## src/rtl/uart_tx_feeder.sv

```systemverilog
// uart_tx_feeder: a small synchronous FIFO that buffers producer words and
// hands them one at a time to a uart_tx. Each handoff is a single-cycle
// load strobe. The next word is offered only after uart_tx has gone busy
// and then come back to ready.
//
// DEPTH must be a power of two (minimum 2). The pointers wrap by natural
// overflow, and the occupancy counter is the only source of full and empty.
module uart_tx_feeder #(
    parameter int WORD_WIDTH = 8,
    parameter int DEPTH      = 16
) (
    input  logic                    clock,
    input  logic                    rst,
    input  logic                    wr_valid,
    input  logic [WORD_WIDTH-1:0]   wr_data,
    output logic                    wr_ready,
    input  logic                    tx_ready,
    output logic                    tx_data_valid,
    output logic [WORD_WIDTH-1:0]   tx_data_in,
    output logic [$clog2(DEPTH):0]  count,
    output logic                    full,
    output logic                    empty,
    output logic                    overflow,
    input  logic                    ovf_clr
);

    localparam int AW = $clog2(DEPTH);
    localparam int CW = AW + 1;
    localparam logic [CW-1:0] FULL_COUNT = CW'(DEPTH);

    typedef enum logic [1:0] {
        IDLE,
        WAIT_BUSY,
        WAIT_DONE
    } state_t;

    state_t                 state;
    logic [WORD_WIDTH-1:0]  mem [DEPTH];
    logic [AW-1:0]          wr_ptr;
    logic [AW-1:0]          rd_ptr;
    logic                   push;
    logic                   pop;

    // Status flags are decoded from the occupancy counter alone.
    assign full     = (count == FULL_COUNT);
    assign empty    = (count == '0);
    assign wr_ready = !full;

    // A write is taken only when there is room. A pop happens only from IDLE,
    // when a word is waiting and uart_tx reports it can take one.
    assign push = wr_valid && !full;
    assign pop  = (state == IDLE) && !empty && tx_ready;

    // Word storage; contents are don't-care after reset, so no reset here.
    always_ff @(posedge clock) begin
        if (push) begin
            mem[wr_ptr] <= wr_data;
        end
    end

    // Write pointer, occupancy count and the sticky overflow flag.
    always_ff @(posedge clock or negedge rst) begin
        if (!rst) begin
            wr_ptr   <= '0;
            count    <= '0;
            overflow <= 1'b0;
        end else begin
            if (push) begin
                wr_ptr <= wr_ptr + AW'(1);
            end

            case ({push, pop})
                2'b10:   count <= count + CW'(1);
                2'b01:   count <= count - CW'(1);
                default: count <= count;
            endcase

            // A refused write sets the flag, and setting beats a coincident clear.
            if (wr_valid && full) begin
                overflow <= 1'b1;
            end else if (ovf_clr) begin
                overflow <= 1'b0;
            end
        end
    end

    // Handoff FSM: pop a word, then wait for uart_tx to go busy and come back.
    always_ff @(posedge clock or negedge rst) begin
        if (!rst) begin
            state         <= IDLE;
            rd_ptr        <= '0;
            tx_data_valid <= 1'b0;
            tx_data_in    <= '0;
        end else begin
            tx_data_valid <= 1'b0;

            case (state)
                IDLE: begin
                    if (pop) begin
                        tx_data_in    <= mem[rd_ptr];
                        tx_data_valid <= 1'b1;
                        rd_ptr        <= rd_ptr + AW'(1);
                        state         <= WAIT_BUSY;
                    end
                end

                WAIT_BUSY: begin
                    if (!tx_ready) begin
                        state <= WAIT_DONE;
                    end
                end

                WAIT_DONE: begin
                    if (tx_ready) begin
                        state <= IDLE;
                    end
                end

                default: begin
                    state <= IDLE;
                end
            endcase
        end
    end

endmodule
```

## config.mk

```make
export PLATFORM = sky130hd
export DESIGN_NAME = uart_tx_feeder
export DESIGN_NICKNAME = d
export VERILOG_FILES = /design/src/rtl/uart_tx_feeder.sv
export SDC_FILE = /design/constraint.sdc
export NUM_CORES = 1
export LEC_CHECK = 0
export CORE_ASPECT_RATIO = 1.1
export CORE_UTILIZATION = 40
export CTS_BUF_LIST = sky130_fd_sc_hd__clkbuf_8 sky130_fd_sc_hd__clkbuf_16
export DETAILED_ROUTE_END_ITERATION = 6
export DONT_BUFFER_PORTS = 1
export PLACE_DENSITY = 0.65
export SLEW_MARGIN = 20
export SYNTH_ARGS = -nofsm -noshare
export SYNTH_HDL_FRONTEND = slang
export SYNTH_SLANG_ARGS = --single-unit
```

## constraint.sdc

```tcl
create_clock -name clock -period 3.3 [get_ports clock]
set_input_delay 0.495 -clock clock [delete_from_list [all_inputs] [get_ports clock]]
set_output_delay 0.495 -clock clock [all_outputs]
set_load 0.01 [all_outputs]
```

==> results by group, run 1 <==
Floorplanning
  • Core region area: between 0.015 and 0.02 mm²
  • I/O pins: 31
  • Die Ht: between 100 and 150 µm
  • Die ar.: about 0.016 mm²
  • Width of the chip: 121 µm
  • Row count: 47
  • Initial Utilization: around two fifths

STA
  • Unrepaired setup endpoints after global routing: no
  • Relative slew slack: between 40% and 50%
  • Final Hold Viols: 0
  • Fin crit share: between 80 and 90%
  • Setup TNS: 0 ns
  • Final setup viols: 0
  • Minimum clock period: roughly 2.9 ns
  • Final worst slack: slightly above 0.4 ns
  • Worst-Margin Slew: approximately 0.8 ns
  • Clock Skews: ~0.0077 ns
  • Number of max-slew violations in the final report: 0
  • Peak Freq: between 300 and 400 MHz
  • Hold Slack: around 0.15 ns

Power and ir drop
  • PD cells: a little under 900 mW/mm²
  • Maximum vdd ir drop: ~0.00044 V
  • Total power: around 6300 µW
  • P_leak: ~0.0025 µW

Cells and area
  • Area occupied by registers: roughly 0.0045 mm²
  • Antenna cell count: 0
  • Synth-to-Final Area Change: 14.6%
  • Most frequent cells in the layout: edfxtp_1 (128), dfrtp_1 (24), mux4_2 (22)
  • Commonest non-fill, non-tap cell in the layout: edfxtp_1
  • Area of the multi-input gates: ~0.0016 mm²
  • Fillers: 1,258
  • Nets@finish: 380
  • Fraction of layout cells with a size suffix above 1: 22.6%
  • Fin util: between 40% and 50%

Global route
  • Initial antenna violation count: 0
  • First-pass GRT wire length: between 15 and 20 mm
  • Largest net degree at the start of global routing: 28
  • Vias in the first global route: approximately 3,100
  • Grt ovf: 0
  • Tot GR Track Use: ~16%

Yosys
  • Register area share after synthesis: a little under three quarters
  • Post-synthesis register bit count: between 150 and 200
  • Number of synthesized flops with an enable pin: about 130
  • Cell taking the most area after synthesis: edfxtp_1
  • Mapped cell area: between 0.006 and 0.007 mm²
  • Synth area leaders: edfxtp_1 (61%), dfrtp_1 (10%), mux4_2 (7.9%)
  • Yosys warns: 0
  • Top-area cell type share of the netlist area: between 60% and 70%
  • Synth Flop Type: edfxtp_1
  • Asr flop ratio synth: around 16%
  • Syn_area_per_cell: 18.7 µm²
  • Synth unique cells: 40
  • Synth Instances: roughly 340
  • Syn Nets: 357

Clocking
  • CTS tree: done
  • Cts bufs inserted: 17
  • Maximum root-to-sink buffer count: 2
  • CTS Sinks: between 150 and 200
  • Later-pin clock latency in the skew report: 0.41 ns
  • Clk root buf: clkbuf_16
  • # resized after CTS: 0
  • Setup repair bufs after CTS: 0
  • Clock-pin slew on the worst setup and hold paths: about 0.060 ns
  • H-tree Lvls: 4

Placed design
  • DP HPWL: between 7 and 8 mm
  • Buffers on Ports: 0
  • Routability congestion estimate: between 0.7 and 0.8
  • Post-Place Setup Slack: between 0.4 and 0.5 ns

Worst setup path
  • CP max FO: 9
  • Critical path startpoint category: flop
  • Setup CP Type: flop to flop
  • Worst EP required: around 3.6 ns
  • Crit end category: flop
  • Critical path arrival: approximately 3.2 ns

Detailed routing
  • DR WL/cell: slightly above 20 µm
  • First-pass DRT Iterations: 4
  • DRC viols: 0
  • DR vias: between 2,000 and 3,000
  • Initial DRC Count: roughly 230
  • Detailed Route WL: 11.5 mm
  • Vias/cell: about 5.3
  • Routed Antenna Nets: 0

Hold path
  • Hold Crit Class: input pin to flop

Outcome
  • Status: finished, final reports clean

Run
  • Max Cap Viol: 0
==> cells in the mapped netlist, types with 2 or more instances <==
master	number
edfxtp_1	128
dfrtp_1	25
mux4_2	22
nand2_1	18
nor2_1	17
mux2i_1	15
o21ai_0	11
mux4_1	10
ha_1	9
inv_1	9
xnor2_1	9
mux2_2	8
buf_6	5
nor3_1	5
a21oi_1	4
buf_2	4
clkbuf_1	4
nand2b_1	3
xor2_1	3
a22o_1	2
buf_4	2
nand4_1	2
nor2b_1	2
nor3b_1	2
==> routing by layer <==
metal	share of wire, %	vias up	routed length, µm	track usage, %
li1	-	1360	-	-
met1	43	1525	4940	19.8
met2	51	92	5800	25.2
met3	5.4	8	624	4.24
met4	0.94	0	108	5.83
met5	0	-	0	0
==> what timing repair did <==
action                                 CTS  global route
endpoints found under the hold margin   25             0
setup endpoints to repair                0             0
hold buffers                             2             0
==> cell type report <==
| type | count | area share [%] |
|---|---|---|
| Multi-Input combinational cell | 154 | 22.6 |
| Inverter | 9 | 0.469 |
| Timing Repair Buffer | 23 | 2.61 |
| Clock buffer | 17 | 5.91 |
| Sequential cell | 153 | 62.1 |
| Tap cell | 196 | 3.41 |
| Clock inverter | 15 | 2.90 |
==> metrics by stage <==
step,area [µm²],std cells
6_report,7200,567
5_1_grt,7200,567
4_1_cts,7200,567
3_5_place_dp,6530,533
3_3_place_gp,6530,533
2_1_floorplan,6280,335
==> flip-flops by register name, indices dropped and copies added, names as in the netlist <==
| signal | count |
|---|---|
| wr_ptr | 4 |
| state | 2 |
| rd_ptr | 4 |
| tx_data_valid | 1 |
| mem | 128 |
| tx_data_in | 8 |
| count | 5 |
| overflow | 1 |
==> cell families (layout without fill, tap and decap cells) <==
group / count (synthesis) / count (layout) / synth area share, %
AND/OR/NAND/NOR: 53 / 53 / 3.94
AO/OA/AOI/OAI: 25 / 25 / 2.59
adder cells (fa/ha/maj): 9 / 9 / 1.79
flip-flops: 153 / 153 / 71.2
XOR/XNOR: 12 / 12 / 1.67
multiplexers: 55 / 55 / 15.9
buffers and inverters: 28 / 64 / 2.93
==> critical path: stages (launching register included) <==
cell and delay, ns:
dfrtp_1 0.50, or4_4 0.60, o21ai_2 0.15, inv_1 0.11, ha_1 0.32, xor2_1 0.19, ha_1 0.23, o211a_1 0.22
o31ai_1 0.20, a31oi_1 0.09, xnor2_1 0.16
==> power breakdown <==
group          leakage [µW]  internal [µW]  switching (µW)  total (µW)
sequential          0.00146           2400             358        2750
combinational      0.000780            780             689        1470
clock              0.000303           1330             727        2060
total               0.00254           4500            1770        6280
==> path summary, 6_finish.rpt <==
kind	start	endpoint	slack, ns	depth (start not counted)
min in group asynchronous	rst	wr_ptr[3]$_DFFE_PN0P_	0.55	2
worst max-delay path	count[1]$_DFFE_PN0P_	count[4]$_DFFE_PN0P_	0.41	10
worst min-delay path	tx_ready	state[1]$_DFFE_PN0P_	0.15	1
worst max register to register	count[1]$_DFFE_PN0P_	count[4]$_DFFE_PN0P_	0.41	10
worst min register to register	state[1]$_DFFE_PN0P_	state[0]$_DFFE_PN0P_	0.50	1
max in group asynchronous	rst	rd_ptr[0]$_DFFE_PN0P_	2.57	2
(Power assumes the default switching activity.)
==> inputs of run 2 (changes only) <==
--- a/config.mk
+++ b/config.mk
@@ -5,12 +5,14 @@
 export SDC_FILE = /design/constraint.sdc
 export NUM_CORES = 1
 export LEC_CHECK = 0
+export CAP_MARGIN = 0
 export CORE_ASPECT_RATIO = 1.1
 export CORE_UTILIZATION = 40
 export CTS_BUF_LIST = sky130_fd_sc_hd__clkbuf_8 sky130_fd_sc_hd__clkbuf_16
 export DETAILED_ROUTE_END_ITERATION = 6
 export DONT_BUFFER_PORTS = 1
 export PLACE_DENSITY = 0.65
+export REMOVE_ABC_BUFFERS = 1
 export SLEW_MARGIN = 20
 export SYNTH_ARGS = -nofsm -noshare
 export SYNTH_HDL_FRONTEND = slang
==> run 2 against run 1 <==
Non-clock buffer count is 1 lower. Final cell count is 0.18% lower. Critical endpoint unchanged. Largest power group unchanged. Clock skew is 0.0040 ns higher. Sequential power is 3% lower.
==> results by group, run 2 (synthesized netlist as in run 1, its figures left out) <==
Outcome
  • Status: finished, final reports clean (unchanged)

Cells and area
  • Post-Layout Cell Count: 566 (was 567)
  • Area of the multi-input gates: 0.00163 mm² (unchanged)
  • Most frequent cells in the layout: edfxtp_1 (128), dfrtp_1 (24), mux4_2 (22) (unchanged)
  • Fraction of layout cells with a size suffix above 1: 23.5% (was 22.6%)
  • Nets@finish: 379 (was 380)
  • Largest register by flop count: mem (unchanged)
  • Antenna cell count: 0 (unchanged)
  • Area occupied by registers: 0.00447 mm² (unchanged)
  • Fillers: 1,238 (was 1,258)
  • Biggest registers after layout: mem x128, tx_data_in x8, count x5 (unchanged)
  • Largest register FFs: 128 (unchanged)
  • Synth-to-Final Area Change: 13.4% (was 14.6%)
  • Commonest non-fill, non-tap cell in the layout: edfxtp_1 (unchanged)

Worst setup path
  • R2R Path End: count[4]$_DFFE_PN0P_ (unchanged)
  • Worst EP required: 3.60 ns (about the same)
  • CP max FO: 9 (unchanged)
  • R2r startpoint: count[1]$_DFFE_PN0P_ (unchanged)
  • Critical path startpoint category: flop (unchanged)
  • Worst-case reg-to-reg path depth: 10 (unchanged)
  • R2R setup slack: 0.46 ns (was 0.41 ns)
  • Setup CP Type: flop to flop (unchanged)
  • Critical path arrival: 3.15 ns (was 3.19 ns)
  • Crit end category: flop (unchanged)

Detailed routing
  • Detailed Route WL: 11.5 mm (about the same)
  • Routed Antenna Nets: 0 (unchanged)
  • DRC viols: 0 (unchanged)
  • Initial DRC Count: 213 (was 233)
  • First-pass DRT Iterations: 4 (unchanged)
  • Vias/cell: 5.24 (was 5.26)
  • DR WL/cell: 20.3 µm (was 20.2 µm)
  • DR vias: 2,965 (was 2,985)

Power and ir drop
  • Combinational Power Share: 25.4% (was 23.4%)
  • Int Power: 4170 µW (was 4500 µW)
  • P_leak: 0.00252 µW (was 0.00254 µW)
  • Sw Share: 30.8% (was 28.3%)
  • PD cells: 845 mW/mm² (was 872 mW/mm²)
  • Seq pwr share: 44.5% (was 43.9%)
  • Maximum vdd ir drop: 0.000469 V (was 0.000440 V)
  • Total power: 6020 µW (was 6280 µW)
  • Clk network pwr share: 30.1% (was 32.7%)
  • Reported net switching power: 1850 µW (was 1770 µW)

STA
  • Final setup viols: 0 (unchanged)
  • Setup TNS: 0 ns (unchanged)
  • Minimum clock period: 2.84 ns (was 2.89 ns)
  • Unrepaired setup endpoints after global routing: no (unchanged)
  • Number of max-slew violations in the final report: 0 (unchanged)
  • Clock Skews: 0.0116 ns (was 0.00766 ns)
  • Final worst slack: 0.459 ns (was 0.409 ns)
  • Peak Freq: 352 MHz (was 346 MHz)
  • Fin crit share: 86.1% (was 87.6%)
  • Worst-Margin Slew: 0.896 ns (was 0.803 ns)
  • Final Hold Viols: 0 (unchanged)
  • Relative slew slack: 40.1% (was 46.2%)

Floorplanning
  • Core region area: 0.0152 mm² (unchanged)
  • Row count: 47 (unchanged)
  • Die Ht: 133 µm (unchanged)
  • I/O pins: 31 (unchanged)
  • Die ar.: 0.0162 mm² (unchanged)
  • Width of the chip: 121 µm (unchanged)
  • Initial Utilization: 41.4% (unchanged)

Clocking
  • CTS Sinks: 153 (unchanged)
  • Cts bufs inserted: 17 (unchanged)
  • CTS tree: done (unchanged)
  • Maximum root-to-sink buffer count: 2 (unchanged)
  • Later-pin clock latency in the skew report: 0.42 ns (was 0.41 ns)
  • H-tree Lvls: 4 (unchanged)
  • # resized after CTS: 0 (unchanged)
  • Clk root buf: clkbuf_16 (unchanged)
  • Clock-pin slew on the worst setup and hold paths: 0.07 ns (was 0.06 ns)

Global route
  • First-pass GRT wire length: 18.0 mm (was 17.6 mm)
  • Initial antenna violation count: 0 (unchanged)
  • Grt ovf: 0 (unchanged)
  • Tot GR Track Use: 15.6% (was 15.5%)
  • Vias in the first global route: 3,165 (was 3,141)
  • Largest net degree at the start of global routing: 28 (unchanged)

Placed design
  • Buffers on Ports: 0 (unchanged)
  • DP HPWL: 7.23 mm (was 7.29 mm)
  • Inst Count DP: 532 (was 533)
  • Post-Place Setup Slack: 0.461 ns (was 0.443 ns)
  • Routability congestion estimate: 0.755 (was 0.793)

Run
  • Max Cap Viol: 0 (unchanged)

Hold path
  • Hold Crit Class: input pin to flop (unchanged)
  • Hold Path Depth: 1 (unchanged)
  • Worst Hold End: state[1]$_DFFE_PN0P_ (unchanged)
  • Hold path startpoint: tx_ready (unchanged)
## run 2: changes by cell type in the layout (fill, tap and decap cells not counted), sizes merged
cell	before	now
bufinv	5	0
buf	22	21
inv	11	19
clkinvlp	4	1
## run 2: per-layer routing
layer | track usage (%) | part of all wire, % | up-vias
li1 | - | - | 1354
met1 | 18.5 | 41 | 1534
met2 | 26.4 | 52 | 63
met3 | 4.28 | 4.5 | 14
met4 | 7.06 | 1.9 | 0
met5 | 0 | 0 | -
## run 2: how the worst max path moves through the flow
stage,slack (ns),start,end
after global placement,0.52,count[1]$_DFFE_PN0P_,count[4]$_DFFE_PN0P_
final,0.46,count[1]$_DFFE_PN0P_,count[4]$_DFFE_PN0P_
after global routing,0.24,count[1]$_DFFE_PN0P_,count[4]$_DFFE_PN0P_
after floorplan,0.24,count[1]$_DFFE_PN0P_,count[4]$_DFFE_PN0P_
after CTS,0.47,count[1]$_DFFE_PN0P_,count[4]$_DFFE_PN0P_
after detailed placement,0.46,count[1]$_DFFE_PN0P_,count[4]$_DFFE_PN0P_
## run 2: power groups by stage
stage          Combinational, µW  Clock, µW  Sequential (µW)
2_1_floorplan                983          0             2790
3_3_place_gp                1520          0             2700
3_5_place_dp                1550          0             2710
4_1_cts                     1560       1850             2680
5_1_grt                     1680       1920             2720
6_report                    1530       1810             2680
## run 2: what timing repair did
item,4_1_cts,5_1_grt
setup endpoints to repair,0,0
hold endpoints to repair,25,0
hold buffers,2,0
setup buffers,0,0
## run 2: final cells by class
class | instances | share of cell area [%]
clock buffer | 17 | 5.97
inverter | 9 | 0.474
tap | 196 | 3.44
sequential | 153 | 62.8
clock inverter | 15 | 1.83
timing repair buffer | 22 | 2.70
multi-input combinational | 154 | 22.8
## run 2: through the flow
| step | hold slack, ns | utilization, % | area, µm² |
|---|---|---|---|
| 6_report | 0.140 | 47.0 | 7120 |
| 5_1_grt | 0.117 | 47.0 | 7120 |
| 4_1_cts | 0.122 | 47.0 | 7120 |
| 3_5_place_dp | 0.200 | 43.1 | 6540 |
| 3_3_place_gp | 0.200 | 43.1 | 6540 |
| 2_1_floorplan | 0.199 | - | 6130 |
## run 2: critical path, cell delays in order, from the launching register on
cell and delay, ns:
dfrtp_1 0.50, or4_4 0.60, o21ai_2 0.14, inv_1 0.11, ha_1 0.32, xor2_1 0.18
ha_1 0.23, o211a_1 0.23, o31ai_1 0.19, a31oi_1 0.08, xnor2_1 0.14
==> inputs of run 3 (changes only) <==
--- a/config.mk
+++ b/config.mk
@@ -9,6 +9,7 @@
 export CORE_ASPECT_RATIO = 1.1
 export CORE_UTILIZATION = 40
 export CTS_BUF_LIST = sky130_fd_sc_hd__clkbuf_8 sky130_fd_sc_hd__clkbuf_16
+export CTS_CLUSTER_SIZE = 16
 export DETAILED_ROUTE_END_ITERATION = 6
 export DONT_BUFFER_PORTS = 1
 export PLACE_DENSITY = 0.65
==> results of run 3 <==
Same layout as run 2: the final DEF is identical, and so are final timing and power.
